$ cat config.mk
export PLATFORM = sky130hd
export DESIGN_NAME = hazard_control_unit_flat
export DESIGN_NICKNAME = d
export VERILOG_FILES = /design/src/rtl/hazard_pkg.sv /design/src/rtl/hazard_control_unit_if.sv /design/src/rtl/hazard_control_unit_fwd_select.sv /design/src/rtl/hazard_control_unit.sv /design/src/flat_wrapper.sv
export SDC_FILE = /design/constraint.sdc
export NUM_CORES = 1
export LEC_CHECK = 0
export BUFFER_PORTS_ARGS = -buffer_cell sky130_fd_sc_hd__buf_2
export CAP_MARGIN = 20
export CELL_PAD_IN_SITES_DETAIL_PLACEMENT = 1
export CELL_PAD_IN_SITES_GLOBAL_PLACEMENT = 2
export CORE_MARGIN = 8
export CORE_UTILIZATION = 31
export CTS_CLUSTER_DIAMETER = 60
export DETAILED_ROUTE_END_ITERATION = 8
export PLACE_DENSITY = 0.84
export REMOVE_ABC_BUFFERS = 1
export SYNTH_ARGS = -nofsm -noshare
export SYNTH_HDL_FRONTEND = slang
export SYNTH_SLANG_ARGS = --single-unit
$ cat constraint.sdc
create_clock -name clk -period 5.7 [get_ports clk]
set_input_delay 1.14 -clock clk [delete_from_list [all_inputs] [get_ports clk]]
set_output_delay 1.14 -clock clk [all_outputs]
set_load 0.01 [all_outputs]
$ cat src/rtl/hazard_pkg.sv
// rtl/hazard_pkg.sv - shared types and encodings for the MINI-RISC hazard control unit
package hazard_pkg;

    typedef enum logic [1:0] {
        RUN      = 2'd0,
        LD_STALL = 2'd1,
        BR_FLUSH = 2'd2,
        MEM_WAIT = 2'd3
    } state_t;

    localparam logic [1:0] FWD_REG = 2'b00;
    localparam logic [1:0] FWD_W   = 2'b01;
    localparam logic [1:0] WM_NONE = 2'b00;

    typedef struct packed {
        logic stall_F;
        logic stall_D;
        logic stall_E;
        logic flush_F;
        logic flush_D;
        logic flush_E;
    } ctrl_t;

    localparam ctrl_t CTRL_NONE   = 6'b000000;
    localparam ctrl_t CTRL_TRAP   = 6'b000111;
    localparam ctrl_t CTRL_MEM    = 6'b111000;
    localparam ctrl_t CTRL_BRANCH = 6'b000110;
    localparam ctrl_t CTRL_LOAD   = 6'b110010;

    function automatic logic [7:0] sat_inc8(input logic [7:0] v);
        return (v == 8'hFF) ? v : v + 8'd1;
    endfunction

endpackage

$ cat src/rtl/hazard_control_unit_if.sv
// rtl/hazard_control_unit_if.sv - pipeline-to-hazard-unit signal bundle
interface hazard_control_unit_if #(
    parameter int REG_ADDR_W = 3
);
    logic [REG_ADDR_W-1:0] rs1_D;
    logic [REG_ADDR_W-1:0] rs2_D;
    logic                  uses_rs1_D;
    logic                  uses_rs2_D;
    logic [REG_ADDR_W-1:0] rs1_E;
    logic [REG_ADDR_W-1:0] rs2_E;
    logic [REG_ADDR_W-1:0] rd_E;
    logic [1:0]            write_mode_E;
    logic                  mem_read_E;
    logic [REG_ADDR_W-1:0] rd_W;
    logic [1:0]            write_mode_W;
    logic                  branch_taken_E;
    logic                  trap_E;
    logic                  mem_busy;
    logic                  stall_F;
    logic                  stall_D;
    logic                  stall_E;
    logic                  flush_F;
    logic                  flush_D;
    logic                  flush_E;
    logic [1:0]            fwd_a_E;
    logic [1:0]            fwd_b_E;
    logic [15:0]           stall_count;
    logic                  mem_timeout;

    modport master (
        output rs1_D, rs2_D, uses_rs1_D, uses_rs2_D, rs1_E, rs2_E, rd_E,
               write_mode_E, mem_read_E, rd_W, write_mode_W, branch_taken_E,
               trap_E, mem_busy,
        input  stall_F, stall_D, stall_E, flush_F, flush_D, flush_E,
               fwd_a_E, fwd_b_E, stall_count, mem_timeout
    );

    modport slave (
        input  rs1_D, rs2_D, uses_rs1_D, uses_rs2_D, rs1_E, rs2_E, rd_E,
               write_mode_E, mem_read_E, rd_W, write_mode_W, branch_taken_E,
               trap_E, mem_busy,
        output stall_F, stall_D, stall_E, flush_F, flush_D, flush_E,
               fwd_a_E, fwd_b_E, stall_count, mem_timeout
    );
endinterface

$ cat src/rtl/hazard_control_unit_fwd_select.sv
// rtl/hazard_control_unit_fwd_select.sv - W->E forwarding select for one source operand
module fwd_select
    import hazard_pkg::*;
#(
    parameter int REG_ADDR_W = 3
) (
    input  logic [REG_ADDR_W-1:0] rs,
    input  logic [REG_ADDR_W-1:0] rd,
    input  logic [1:0]            write_mode,
    output logic [1:0]            sel
);

    assign sel = ((write_mode != WM_NONE) && (rd == rs)) ? FWD_W : FWD_REG;

endmodule

$ cat src/rtl/hazard_control_unit.sv
// rtl/hazard_control_unit.sv - stall/flush sequencing and forwarding selects for the F/D/E/W pipeline
module hazard_control_unit
    import hazard_pkg::*;
#(
    parameter int LOAD_STALL_CYCLES   = 1,
    parameter int BRANCH_FLUSH_CYCLES = 1,
    parameter int MEM_TIMEOUT         = 255,
    parameter int REG_ADDR_W          = 3
) (
    input  logic           clk,
    input  logic           reset_n,
    hazard_control_unit_if.slave bus
);

    localparam logic [7:0] LD_INIT = 8'(LOAD_STALL_CYCLES - 1);
    localparam logic [7:0] BR_INIT = 8'(BRANCH_FLUSH_CYCLES - 1);
    localparam logic [7:0] TIMEOUT = 8'(MEM_TIMEOUT);

    state_t      state_q, state_d, run_state;
    logic [7:0]  cnt_q, cnt_d, run_cnt;
    logic [15:0] stall_count_q;
    logic        mem_timeout_q;
    ctrl_t       ctrl, run_ctrl;
    logic        load_use;
    logic        bubble;
    logic [1:0]  fwd_a, fwd_b;

    assign load_use = bus.mem_read_E && (bus.write_mode_E != WM_NONE) &&
                      ((bus.uses_rs1_D && (bus.rs1_D == bus.rd_E)) ||
                       (bus.uses_rs2_D && (bus.rs2_D == bus.rd_E)));

    // Response of an idle pipeline; also used on MEM_WAIT release and for preemption.
    always_comb begin
        run_ctrl  = CTRL_NONE;
        run_state = RUN;
        run_cnt   = '0;
        if (bus.trap_E) begin
            run_ctrl = CTRL_TRAP;
        end else if (bus.mem_busy) begin
            run_ctrl  = CTRL_MEM;
            run_state = MEM_WAIT;
            run_cnt   = 8'd1;
        end else if (bus.branch_taken_E) begin
            run_ctrl = CTRL_BRANCH;
            if (BRANCH_FLUSH_CYCLES > 1) begin
                run_state = BR_FLUSH;
                run_cnt   = BR_INIT;
            end
        end else if (load_use) begin
            run_ctrl = CTRL_LOAD;
            if (LOAD_STALL_CYCLES > 1) begin
                run_state = LD_STALL;
                run_cnt   = LD_INIT;
            end
        end
    end

    always_comb begin
        ctrl    = run_ctrl;
        state_d = run_state;
        cnt_d   = run_cnt;
        case (state_q)
            RUN: ;
            LD_STALL: begin
                if (!(bus.trap_E || bus.mem_busy || bus.branch_taken_E)) begin
                    ctrl = CTRL_LOAD;
                    if (cnt_q <= 8'd1) begin
                        state_d = RUN;
                        cnt_d   = '0;
                    end else begin
                        state_d = LD_STALL;
                        cnt_d   = cnt_q - 8'd1;
                    end
                end
            end
            BR_FLUSH: begin
                if (!(bus.trap_E || bus.mem_busy)) begin
                    ctrl = CTRL_BRANCH;
                    if (cnt_q <= 8'd1) begin
                        state_d = RUN;
                        cnt_d   = '0;
                    end else begin
                        state_d = BR_FLUSH;
                        cnt_d   = cnt_q - 8'd1;
                    end
                end
            end
            MEM_WAIT: begin
                // E is frozen, so branch/trap are re-seen once memory releases.
                if (bus.mem_busy) begin
                    ctrl    = CTRL_MEM;
                    state_d = MEM_WAIT;
                    cnt_d   = sat_inc8(cnt_q);
                end
            end
            default: ;
        endcase
    end

    assign bubble = ctrl.stall_F | ctrl.stall_D | ctrl.stall_E | ctrl.flush_D;

    always_ff @(posedge clk) begin
        if (!reset_n) begin
            state_q       <= RUN;
            cnt_q         <= '0;
            stall_count_q <= '0;
            mem_timeout_q <= 1'b0;
        end else begin
            state_q <= state_d;
            cnt_q   <= cnt_d;
            if (bubble && (stall_count_q != 16'hFFFF)) begin
                stall_count_q <= stall_count_q + 16'd1;
            end
            if ((state_d == MEM_WAIT) && (cnt_d >= TIMEOUT)) begin
                mem_timeout_q <= 1'b1;
            end
        end
    end

    fwd_select #(.REG_ADDR_W(REG_ADDR_W)) u_fwd_a (
        .rs         (bus.rs1_E),
        .rd         (bus.rd_W),
        .write_mode (bus.write_mode_W),
        .sel        (fwd_a)
    );

    fwd_select #(.REG_ADDR_W(REG_ADDR_W)) u_fwd_b (
        .rs         (bus.rs2_E),
        .rd         (bus.rd_W),
        .write_mode (bus.write_mode_W),
        .sel        (fwd_b)
    );

    assign bus.stall_F     = reset_n & ctrl.stall_F;
    assign bus.stall_D     = reset_n & ctrl.stall_D;
    assign bus.stall_E     = reset_n & ctrl.stall_E;
    assign bus.flush_F     = ~reset_n | ctrl.flush_F;
    assign bus.flush_D     = ~reset_n | ctrl.flush_D;
    assign bus.flush_E     = ~reset_n | ctrl.flush_E;
    assign bus.fwd_a_E     = reset_n ? fwd_a : FWD_REG;
    assign bus.fwd_b_E     = reset_n ? fwd_b : FWD_REG;
    assign bus.stall_count = stall_count_q;
    assign bus.mem_timeout = mem_timeout_q;

endmodule
$ cat src/flat_wrapper.sv
// flat-port wrapper written by rule: the top's interface ports become plain ports
module hazard_control_unit_flat import hazard_pkg::*;
#(
    parameter int LOAD_STALL_CYCLES   = 1,
    parameter int BRANCH_FLUSH_CYCLES = 1,
    parameter int MEM_TIMEOUT         = 255,
    parameter int REG_ADDR_W          = 3
)
  (clk, reset_n, bus_rs1_D, bus_rs2_D, bus_uses_rs1_D, bus_uses_rs2_D, bus_rs1_E, bus_rs2_E, bus_rd_E, bus_write_mode_E, bus_mem_read_E, bus_rd_W, bus_write_mode_W, bus_branch_taken_E, bus_trap_E, bus_mem_busy, bus_stall_F, bus_stall_D, bus_stall_E, bus_flush_F, bus_flush_D, bus_flush_E, bus_fwd_a_E, bus_fwd_b_E, bus_stall_count, bus_mem_timeout);
  hazard_control_unit_if #(.REG_ADDR_W(REG_ADDR_W)) bus_i ();
  input  logic clk;
  input  logic reset_n;
  input wire logic [$bits(bus_i.rs1_D)-1:0] bus_rs1_D;
  input wire logic [$bits(bus_i.rs2_D)-1:0] bus_rs2_D;
  input wire logic [$bits(bus_i.uses_rs1_D)-1:0] bus_uses_rs1_D;
  input wire logic [$bits(bus_i.uses_rs2_D)-1:0] bus_uses_rs2_D;
  input wire logic [$bits(bus_i.rs1_E)-1:0] bus_rs1_E;
  input wire logic [$bits(bus_i.rs2_E)-1:0] bus_rs2_E;
  input wire logic [$bits(bus_i.rd_E)-1:0] bus_rd_E;
  input wire logic [$bits(bus_i.write_mode_E)-1:0] bus_write_mode_E;
  input wire logic [$bits(bus_i.mem_read_E)-1:0] bus_mem_read_E;
  input wire logic [$bits(bus_i.rd_W)-1:0] bus_rd_W;
  input wire logic [$bits(bus_i.write_mode_W)-1:0] bus_write_mode_W;
  input wire logic [$bits(bus_i.branch_taken_E)-1:0] bus_branch_taken_E;
  input wire logic [$bits(bus_i.trap_E)-1:0] bus_trap_E;
  input wire logic [$bits(bus_i.mem_busy)-1:0] bus_mem_busy;
  output wire logic [$bits(bus_i.stall_F)-1:0] bus_stall_F;
  output wire logic [$bits(bus_i.stall_D)-1:0] bus_stall_D;
  output wire logic [$bits(bus_i.stall_E)-1:0] bus_stall_E;
  output wire logic [$bits(bus_i.flush_F)-1:0] bus_flush_F;
  output wire logic [$bits(bus_i.flush_D)-1:0] bus_flush_D;
  output wire logic [$bits(bus_i.flush_E)-1:0] bus_flush_E;
  output wire logic [$bits(bus_i.fwd_a_E)-1:0] bus_fwd_a_E;
  output wire logic [$bits(bus_i.fwd_b_E)-1:0] bus_fwd_b_E;
  output wire logic [$bits(bus_i.stall_count)-1:0] bus_stall_count;
  output wire logic [$bits(bus_i.mem_timeout)-1:0] bus_mem_timeout;
  assign bus_i.rs1_D = bus_rs1_D;
  assign bus_i.rs2_D = bus_rs2_D;
  assign bus_i.uses_rs1_D = bus_uses_rs1_D;
  assign bus_i.uses_rs2_D = bus_uses_rs2_D;
  assign bus_i.rs1_E = bus_rs1_E;
  assign bus_i.rs2_E = bus_rs2_E;
  assign bus_i.rd_E = bus_rd_E;
  assign bus_i.write_mode_E = bus_write_mode_E;
  assign bus_i.mem_read_E = bus_mem_read_E;
  assign bus_i.rd_W = bus_rd_W;
  assign bus_i.write_mode_W = bus_write_mode_W;
  assign bus_i.branch_taken_E = bus_branch_taken_E;
  assign bus_i.trap_E = bus_trap_E;
  assign bus_i.mem_busy = bus_mem_busy;
  assign bus_stall_F = bus_i.stall_F;
  assign bus_stall_D = bus_i.stall_D;
  assign bus_stall_E = bus_i.stall_E;
  assign bus_flush_F = bus_i.flush_F;
  assign bus_flush_D = bus_i.flush_D;
  assign bus_flush_E = bus_i.flush_E;
  assign bus_fwd_a_E = bus_i.fwd_a_E;
  assign bus_fwd_b_E = bus_i.fwd_b_E;
  assign bus_stall_count = bus_i.stall_count;
  assign bus_mem_timeout = bus_i.mem_timeout;
  hazard_control_unit #(.LOAD_STALL_CYCLES(LOAD_STALL_CYCLES), .BRANCH_FLUSH_CYCLES(BRANCH_FLUSH_CYCLES), .MEM_TIMEOUT(MEM_TIMEOUT), .REG_ADDR_W(REG_ADDR_W)) u_core (.clk(clk), .reset_n(reset_n), .bus(bus_i));
endmodule
# ---- Word-level counts from Yosys, hierarchy flattened
# Cells that the tools add are included.
dict set report totals {
  register_bits 27
  out_inout_bits 27
  elab_cells 70
  input_bits 30
}
dict set report op_classes {
  addsub 3
  bitwise_logic 10
  n_mux 28
  reduce_logical 13
  order_cmp 2
  eq_ne 10
}
# operator count
set ops {}
lappend ops {{8-bit 2-to-1 mux} 6}
lappend ops {{6-bit 2-to-1 mux} 7}
lappend ops {{8-bit one-hot mux with 3 select lines} 1}
lappend ops {{6-bit one-hot mux with 3 select lines} 1}
lappend ops {{16-bit by 1-bit adder with 16-bit output, second input constant} 1}
lappend ops {{16-bit inequality test, second input constant} 1}
lappend ops {{3-bit equality test} 4}
lappend ops {{2-bit 2-to-1 mux} 6}
lappend ops {{8-bit by 1-bit adder with 8-bit output, second input constant} 1}
lappend ops {{8-bit equality test, second input constant} 1}
lappend ops {{8-bit >= comparator, second input constant} 1}
lappend ops {{8-bit by 1-bit less-or-equal comparator with 1-bit output, second input constant} 1}
lappend ops {{1-bit logical AND} 8}
lappend ops {{8-bit by 1-bit subtractor with 8-bit output, second input constant} 1}
lappend ops {{2-bit equality test, second input constant} 3}
lappend ops {{1-bit 2-to-1 mux} 6}
lappend ops {{1-bit bitwise OR} 6}
lappend ops {{2-bit one-hot mux with 3 select lines} 1}
lappend ops {{2-bit nonzero test} 2}
lappend ops {{1-bit AND} 3}
lappend ops {{1-bit logical OR} 3}
lappend ops {{2-bit by 1-bit equality test with 1-bit output, second input constant} 1}
lappend ops {{1-bit inverter} 1}

# ---- Longest topological paths before layout
dict set report logic_depth {
  depth_word 14
  ltp_mapped 9
  depth_no_buf 8
}

# ---- By module
# A second synthesis with hierarchy kept.
dict set report hier_totals {
  hier_cells 252
  hier_area_um2 1951.9
}
# module instances cells_per_inst seq_area_each_um2 area_per_inst_um2
set by_module_without_submodules {}
lappend by_module_without_submodules {hazard_control_unit 1 238 540.5 1844.3}
lappend by_module_without_submodules {fwd_select 2 7 0.0 53.8}

# ---- Least setup slack after synthesis
# OpenSTA, ideal clock, no wires.
dict set report synth_timing {
  path_type {in2out}
  startpoint {input bus_rd_E[0]}
  endpoint {output bus_stall_F}
  path_slack_ns 2.309
  path_buffers 1
  cell_stages 7
  t_required_ns 4.560
  arrival_ns 2.251
  path_cell_list {xnor2_1 > nand4_1 > a21oi_1 > maj3_1 > a21oi_1 > nor2_1 > buf_4}
}
dict set report synth_between {
  elab_chain_len 11
  word_cells_on_any_way 15
  classes_between {eq/ne: 2; mux: 8; bitwise: 1; reduce/logical: 4}
}
# item line
set synth_rtl {}
lappend synth_rtl {{start, declared} flat_wrapper.sv:19} ;# input wire logic [$bits(bus_i.rd_E)-1:0] bus_rd_E;
lappend synth_rtl {{3-bit equality test (on tied branches)} {hazard_control_unit.sv:29, hazard_control_unit.sv:30}}
lappend synth_rtl {{1-bit logical AND (on tied branches)} {hazard_control_unit.sv:29, hazard_control_unit.sv:30}}
lappend synth_rtl {{1-bit logical OR *} hazard_control_unit.sv:29} ;# ((bus.uses_rs1_D && (bus.rs1_D == bus.rd_E)) ||
lappend synth_rtl {{1-bit logical AND *} hazard_control_unit.sv:28} ;# assign load_use = bus.mem_read_E && (bus.write_mode_E != WM_NONE) &&
lappend synth_rtl {{6-bit 2-to-1 mux *} hazard_control_unit.sv:49} ;# end else if (load_use) begin
lappend synth_rtl {{6-bit 2-to-1 mux *} hazard_control_unit.sv:43} ;# end else if (bus.branch_taken_E) begin
lappend synth_rtl {{6-bit 2-to-1 mux *} hazard_control_unit.sv:39} ;# end else if (bus.mem_busy) begin
lappend synth_rtl {{6-bit 2-to-1 mux *} hazard_control_unit.sv:37} ;# if (bus.trap_E) begin
lappend synth_rtl {{6-bit 2-to-1 mux (on tied branches)} {hazard_control_unit.sv:90, hazard_control_unit.sv:65, hazard_control_unit.sv:77}}
lappend synth_rtl {{6-bit one-hot mux with 3 select lines *} hazard_control_unit.sv:62} ;# case (state_q)
lappend synth_rtl {{1-bit AND *} hazard_control_unit.sv:134} ;# assign bus.stall_F = reset_n & ctrl.stall_F;
lappend synth_rtl {{end, declared} flat_wrapper.sv:27} ;# output wire logic [$bits(bus_i.stall_F)-1:0] bus_stall_F;
# Every way passes the cells marked *; elsewhere a longest branch is shown, timed or not.

# ---- Worst setup path after layout
# Ends and elaborated chain as after synthesis.

==> metrics.yaml <==
pin_count: 57
whs_ns: 0.501
fin_skew_ns: 0.00414
rsz0062_at_grt: "false"
crit-reg2reg-capture: "u_core.bus.stall_count[5]$_SDFFE_PN0P_"
syn_inst: 242
htree_levels: 1
period_share_pct: 61.8
finalMaxSlewViolations: 0
netlist_top_cells_area: "dfxtp_1 (28%), xor2_1 (5.0%), nor2_1 (3.7%)"
grt_usage_pct: 13.4
rows: 28
dr_total_vias: 1941
wl_um: 5740
hold_path_class: "flop to flop"
holdBufCountCts: 0
cts_buffer_depth: 2
cp.required_ns: 4.56
synth.distinct_cells: 54
start_kind: "input port"
worstPathArrival_ns: 2.38
wl_per_cell_um: 15.9
yosys_warnings: 0
postSynthAreaPerCell_um2: 7.94
holdPathStages: 2
vias_per_cell: 5.39
setup.worst_path.class: "input port to primary output"
cp_max_fo: 3
max_slew.worst_pin.slew_ns: 0.686
utilization_pct: 37.8
status: "finished, final reports clean"
yosys_register_bits: 27
path_clk_slew_ns: 0.10
period_minus_slack_ns: 3.52
die_h_um: 94.7
syn_area_um2: 1920
post-cts-setup-buffers: 0
ant_nets: 0
finalSetupViolations: 0
grt_pass1_vias: 2105
fmaxAchievable_mhz: 284
grt_overflow: 0
hold_path_end: "u_core.bus.stall_count[10]$_SDFFE_PN0P_"
synth-main-ff-cell: "dfxtp_1"
grt_pass1_wl_um: 9810
synth.top_cell.area_share_pct: 28.1
post-dp-hpwl_um: 4450
timing.setup.tns_ns: 0
cp.depth: 8
slowest_delay_ns: 0.26
gp_congestion: 0.793
ctsRootBufferMaster: "clkbuf_8"
tritoncts: "built"
slew_headroom_pct: 54.2
drive_above_1_share_pct: 22.8
crit_slowest_cell: "a21oi_1"
cellLeakagePower_nw: 0.877
r2r_cells: 7
cts_buffers: 3
min_from: "u_core.bus.stall_count[10]$_SDFFE_PN0P_"
powerDensity_nw_per_um2: 172
nFillCells: 761
synth_most_common_cell: "dfxtp_1"
syn2layout_area_growth_pct: 17.1
start_util_pct: 32.2
async_flop_share_pct: 0
dpl_cell_area_um2: 2200
die_area_um2: 8970
critical_path.top_delay_family: "compound AO/OA/AOI/OAI gates"
synthTopCellsByCount: "dfxtp_1 (27), nor2_1 (19), nand2_1 (17)"
crit_chain: "buf_2 -> xnor2_1 -> nand4_1 -> a21oi_1 -> maj3_1 -> a21oi_1 -> nor2_1 -> buf_2"
vdd_drop_max_mv: 0.0757
path_buf_inv: 2
endpoint_kind: "primary output"
ys_seq_area_share_pct: 28.1
max_cap_viol_count: 0
regArea_um2: 541
drc: 0
worstSkewPairLatency_ns: 0.28
antenna_cells: 0
nets: 320
dr.pass1.iters: 4
synth_edf_count: 0
first_iter_violations: 37
synth_top_area_cell: "dfxtp_1"
stdcell_area_um2: 2250
clock-sinks: 27
hold_viol: 0
port-buffer-count: 54
antenna_found_initial: 0
grt_max_degree: 23
rrSetupSlack_ns: 3.12
postCtsResizedCells: 0
die_x_um: 94.7
timing.rr.start: "u_core.bus.stall_count[0]$_SDFFE_PN0P_"
multiInputGateArea_um2: 1260
core_area_um2: 5960
## power by group
group | internal, mW | leakage, nW | switching [mW]
Clock | 0.0502 | 0.0228 | 0.0636
Combinational | 0.0308 | 0.636 | 0.0408
Sequential | 0.193 | 0.219 | 0.00766
## worst max-delay path by stage
| stage | startpoint | end | slack, ns |
|---|---|---|---|
| after global placement | bus_rd_E[2] | bus_stall_F | 2.17 |
| after global routing | bus_rd_E[0] | bus_stall_F | 2.04 |
| after detailed placement | bus_rd_E[0] | bus_stall_F | 2.15 |
| after CTS | bus_rd_E[0] | bus_stall_F | 2.14 |
| after floorplan | bus_rd_E[0] | bus_stall_D | 2.39 |
| final | bus_rd_E[0] | bus_stall_F | 2.18 |
## cell families after synthesis
family / Yosys count / share of synthesized area [%]
AO/OA/AOI/OAI: 61 / 21.9
XOR/XNOR: 19 / 8.66
adder cells (fa/ha/maj): 5 / 3.13
buffers and inverters: 25 / 6.19
flip-flops: 27 / 28.1
multiplexers: 5 / 2.67
other: 1 / 0.195
AND/OR/NAND/NOR: 99 / 29.1
## state kept, by name (all words and copies together) (netlist names)
| name | flops |
|---|---|
| u_core.bus.stall_count | 16 |
| u_core.bus.mem_timeout | 1 |
| u_core.state_q | 2 |
| u_core.cnt_q | 8 |
## cells in the final DEF (no fill, tap or decap), drive strengths merged, types with 5 or more instances in the layout
cell and instances:
a21oi 14, buf 54, dfxtp 27, inv 9, nand2 17, nand3 14, nand4 5, nor2 19
nor4 8, o21ai 12, o31ai 9, or3 5, or4 9, xnor2 8, xor2 11
## routing by layer
metal	up-vias	GRT usage [%]	part of all wire, %
met5	-	0	0
met1	922	15.5	46
met4	0	3.51	0.92
met2	36	23.6	47
li1	978	-	-
met3	5	3.65	5.8
## tightest hold or removal path, stage by stage, from the launching register on
cell     delay, ns
dfxtp_1       0.34
o31ai_1       0.06
a21oi_1       0.06
## final cells by class
cell class | instances | area share [%]
multi-input combinational | 191 | 56.3
tap | 75 | 4.17
clock buffer | 4 | 2.00
sequential | 27 | 24.0
inverter | 9 | 1.50
timing repair buffer | 54 | 12.0
## through the flow
stage	power, mW	worst slack [ns]	cells
detailed placement	0.277	2.15	356
finish	0.386	2.18	360
global route	0.407	2.04	360
CTS	0.391	2.14	360
global placement	0.275	2.17	356
floorplan	0.245	2.39	227
(Power assumes the default switching activity.)
